**src/rtl/clock_divider_n.sv**
```systemverilog
// Programmable integer clock divider (N = 2..2^DIV_W-1) with tick strobe and boundary-synchronised divisor update.
// Optional: define CLKDIV_ODD_DUTY50_EN for exact 50% duty on odd N (adds a negedge flop).
module clock_divider_n #(
  parameter int DIV_W       = 8,
  parameter int DEFAULT_DIV = 2
) (
  input  logic             clk,
  input  logic             reset,
  input  logic             en,
  input  logic             load,
  input  logic [DIV_W-1:0] div_val,
  output logic             clk_out,
  output logic             tick,
  output logic             load_ack,
  output logic             cfg_err
);

  localparam logic [DIV_W-1:0] DEF_N = DIV_W'(DEFAULT_DIV);
  localparam logic [DIV_W-1:0] ONE   = DIV_W'(1);
  localparam logic [DIV_W-1:0] TWO   = DIV_W'(2);

  logic [DIV_W-1:0] cnt_reg;
  logic [DIV_W-1:0] active_n_reg;
  logic [DIV_W-1:0] pending_n_reg;
  logic             pending_valid_reg;
  logic             clk_out_reg;
  logic             tick_reg;
  logic             load_ack_reg;
  logic             cfg_err_reg;

  logic [DIV_W-1:0] cnt_next;
  logic [DIV_W-1:0] half_n;
  logic             boundary;
  logic             load_ok;
  logic             apply;

  always_comb begin
    cnt_next = (cnt_reg == active_n_reg - ONE) ? '0 : cnt_reg + ONE;
    boundary = (cnt_next == '0);
    half_n   = active_n_reg >> 1;
    load_ok  = load && (div_val >= TWO);
    // pending_valid_reg only reflects loads from earlier edges, so a load on this boundary waits
    apply    = en && boundary && pending_valid_reg;
  end

  always_ff @(posedge clk) begin
    if (!reset) begin
      cnt_reg           <= DEF_N - ONE;
      active_n_reg      <= DEF_N;
      pending_n_reg     <= DEF_N;
      pending_valid_reg <= 1'b0;
      clk_out_reg       <= 1'b0;
      tick_reg          <= 1'b0;
      load_ack_reg      <= 1'b0;
      cfg_err_reg       <= 1'b0;
    end else begin
      cfg_err_reg  <= load && (div_val < TWO);
      load_ack_reg <= apply;
      tick_reg     <= en && boundary;
      if (en) begin
        cnt_reg     <= cnt_next;
        // at a boundary cnt_next is 0, which is below any H>=1, so old/new H agree here
        clk_out_reg <= (cnt_next < half_n);
      end
      if (apply) begin
        active_n_reg      <= pending_n_reg;
        pending_valid_reg <= 1'b0;
      end
      if (load_ok) begin
        pending_n_reg     <= div_val;
        pending_valid_reg <= 1'b1;
      end
    end
  end

`ifdef CLKDIV_ODD_DUTY50_EN
  logic neg_reg;

  // Half-cycle delayed copy of the high phase stretches it by 0.5 clk for odd N
  always_ff @(negedge clk) begin
    if (!reset) begin
      neg_reg <= 1'b0;
    end else begin
      neg_reg <= active_n_reg[0] & clk_out_reg;
    end
  end

  assign clk_out = clk_out_reg | neg_reg;
`else
  assign clk_out = clk_out_reg;
`endif

  assign tick     = tick_reg;
  assign load_ack = load_ack_reg;
  assign cfg_err  = cfg_err_reg;

endmodule

```
**config.mk**
```make
export PLATFORM = sky130hd
export DESIGN_NAME = clock_divider_n
export DESIGN_NICKNAME = d
export VERILOG_FILES = /design/src/rtl/clock_divider_n.sv
export SDC_FILE = /design/constraint.sdc
export NUM_CORES = 1
export LEC_CHECK = 0
export CAP_MARGIN = 40
export CORE_MARGIN = 2
export CORE_UTILIZATION = 52
export CTS_CLUSTER_SIZE = 14
export DETAILED_ROUTE_END_ITERATION = 7
export PLACE_DENSITY = 0.73
export SETUP_SLACK_MARGIN = 0.2
export SYNTH_ARGS = -nofsm -noshare
export SYNTH_HDL_FRONTEND = slang
export SYNTH_SLANG_ARGS = --single-unit
```
**constraint.sdc**
```tcl
create_clock -name clk -period 8.59 [get_ports clk]
set_clock_uncertainty 0.1 [all_clocks]
set_input_delay 1.718 -clock clk [delete_from_list [all_inputs] [get_ports clk]]
set_output_delay 1.718 -clock clk [all_outputs]
set_load 0.02 [all_outputs]
```
==> metrics.txt <==
P_leak approximately 0.79 nW; Sink Count 29; H-tree depth 2; setup TNS 0 ns; Reg2Reg Setup Slack approximately 5 ns; GRT Util Overall 0.211; fill cell total of the finished layout around 320; worst endpoint data arrival time around 3.8 ns; Worst-Margin Slew 0.502 ns; Synth top area share 0.320; initial antenna violation count 0; FF-to-FF End clk_out; CTS tree done; width of the chip 63.1 um; critical path launch point active_n_reg[0]; Layout Nets around 250; Slew HR 0.665; antenna diode count 0; post-route design area slightly above 0.002 mm^2; maximum VDD drop approximately 0.13 mV; Crit Path Max Fanout 13; layout cells sized above 1 0.0723; max-slew violation count 0; post-CTS setup buffers 0; ys async rst share 0; # port buffers 15; count leader, synth nand2_1; pin count of the biggest net entering global routing 44; Die ar. roughly 0.004 mm^2; Seq. cell area ~580 um^2; Setup crit end clk_out; Synth warnings 0; Main synth FF type dfxtp_1; RSZ-0062 raised after global routing no; Syn-to-layout area delta 11.3%; post-synthesis sequential area ratio 0.320; critical path class reg -> reg; WL final 3670 um; Vert. Die Dim between 60 and 70 um; Ports 16; average size of a mapped cell ~8 um^2; Final ANT Viol Nets 0; Via density roughly 5.6; syn_nets around 240; Worst EP required between 8 and 9 ns; CTS hold repair buffers 0; DP Area ~0.0020 mm^2; Hold Path Class reg -> reg; count of cells along the worst hold path 2; cells after synthesis around 220; register bit total from synthesis 29; crit path capture type flip-flop; post-DP HPWL ~2800 um; initial drt markers ~110; number of CTS-inserted buffers 5; crit path time final 3.70 ns; multi-input gate area in the final layout around 0.0011 mm^2; Max-Cap Viols 0; Post-synth EDFFs 0; Vias between 1,500 and 2,000; clock transition at the registers of the reported paths roughly 0.10 ns; FF-to-FF Start active_n_reg[0]; CTS max path bufs 2; pwr dens 185 mW/mm^2; Initial Util 0.544; Core Area between 0.003 and 0.004 mm^2; period utilisation layout 0.431; status finished clean; largest area contributor in the netlist dfxtp_1; Unique masters post-synth a little under 50; first-pass GRT wire length around 6600 um; Root Buffer clkbuf_4; row count 21; GR Overflow Total 0; CP Launch Type flip-flop; area of the mapped netlist about 0.0018 mm^2; Synth area leaders dfxtp_1, nand2_1, ha_1; clock latency on the worst-skew pair ~0.33 ns; DRC 0; Hold Fails Final Rpt 0; FMAX 270 MHz; CTS resizes 0; Reg2Reg Depth 15; 1st-pass router iterations 4; routability cong. about 0.9; vias in the first global route 1,442; WL/cell around 13 um; Synth top cells by count nand2_1, dfxtp_1, nor2_1, inv_1; # setup viols final 0
final cells by class:
| cell class | count | area share |
|---|---|---|
| timing repair buffer | 16 | 0.0780 |
| sequential | 29 | 0.287 |
| multi-input combinational | 168 | 0.555 |
| tap | 46 | 0.0285 |
| clock inverter | 2 | 0.00495 |
| clock buffer | 6 | 0.0204 |
| inverter | 14 | 0.0260 |
worst max-delay path, cell delays in order (launching register included):
cell and delay [ns]:
dfxtp_1 0.45, inv_1 0.08, ha_1 0.32, xnor2_1 0.18
nor3_1 0.19, a31oi_1 0.08, a2111oi_2 0.48, and2_4 0.33
nor2b_1 0.10, ha_1 0.30, a21oi_1 0.15, o21bai_1 0.07
a21oi_1 0.17, o21ai_0 0.14, a211o_1 0.30, o22ai_1 0.17
cell families after synthesis:
logic type / count (synthesis) / synth area share
simple gates: 93 / 0.259
compound gates: 45 / 0.188
xor+xnor: 14 / 0.0716
flops: 29 / 0.320
fa+ha+maj: 8 / 0.0551
mux: 8 / 0.0441
buf+inv: 27 / 0.0627
per-layer routing:
| layer | track usage | up-vias | wire length [um] |
|---|---|---|---|
| met3 | 0.0750 | 6 | 205 |
| met2 | 0.299 | 43 | 1510 |
| met1 | 0.287 | 717 | 1890 |
| met4 | 0.0917 | 0 | 60 |
| li1 | - | 803 | - |
| met5 | 0 | - | 0 |
how the worst min path moves through the flow:
stage | start | endpoint | slack, ns
after floorplan | pending_n_reg[0] | active_n_reg[0] | 0.34
after global placement | pending_n_reg[7] | active_n_reg[7] | 0.35
after detailed placement | pending_n_reg[6] | active_n_reg[6] | 0.36
after CTS | pending_n_reg[6] | active_n_reg[6] | 0.37
after global routing | pending_n_reg[7] | active_n_reg[7] | 0.39
final | pending_n_reg[6] | active_n_reg[6] | 0.36
through the flow:
step | power [W] | instances | util | worst slack [ns] | hold slack [ns]
4_1_cts | 0.000377 | 281 | 0.606 | 4.92 | 0.369
5_1_grt | 0.000403 | 281 | 0.606 | 4.59 | 0.389
2_1_floorplan | 0.000269 | 224 | - | 5.50 | 0.338
3_3_place_gp | 0.000297 | 273 | 0.591 | 4.87 | 0.347
6_report | 0.000375 | 281 | 0.606 | 4.89 | 0.364
3_5_place_dp | 0.000299 | 273 | 0.591 | 4.85 | 0.358
report_power, final:
part	total (W)	internal, W	leakage [nW]	switching (W)
logic	0.000143	0.0000619	0.523	0.0000809
clock network	0.0000778	0.0000311	0.0320	0.0000467
registers	0.000154	0.000144	0.237	0.00000992
layout by cell type (no fill, tap or decap), types with 2 or more instances in the layout:
| master | count |
|---|---|
| nand2_1 | 39 |
| dfxtp_1 | 29 |
| nor2_1 | 15 |
| clkdlybuf4s50_1 | 15 |
| inv_1 | 14 |
| nand3_1 | 8 |
| a21oi_1 | 8 |
| mux2i_1 | 8 |
| ha_1 | 8 |
| xnor2_1 | 7 |
| xor2_1 | 6 |
| nor3_1 | 6 |
| a21boi_0 | 6 |
| nor2b_1 | 5 |
| clkbuf_4 | 5 |
| o21ai_0 | 4 |
| a211oi_1 | 3 |
| nand4_1 | 3 |
| and2_1 | 3 |
| and3_1 | 3 |
| o21bai_1 | 2 |
| o2111ai_1 | 2 |
| nor3b_1 | 2 |
| nor4_1 | 2 |
| a22oi_1 | 2 |
| o31ai_1 | 2 |
| a31o_1 | 2 |
| a31o_2 | 2 |
| clkinv_2 | 2 |
(Power assumes the default switching activity.)
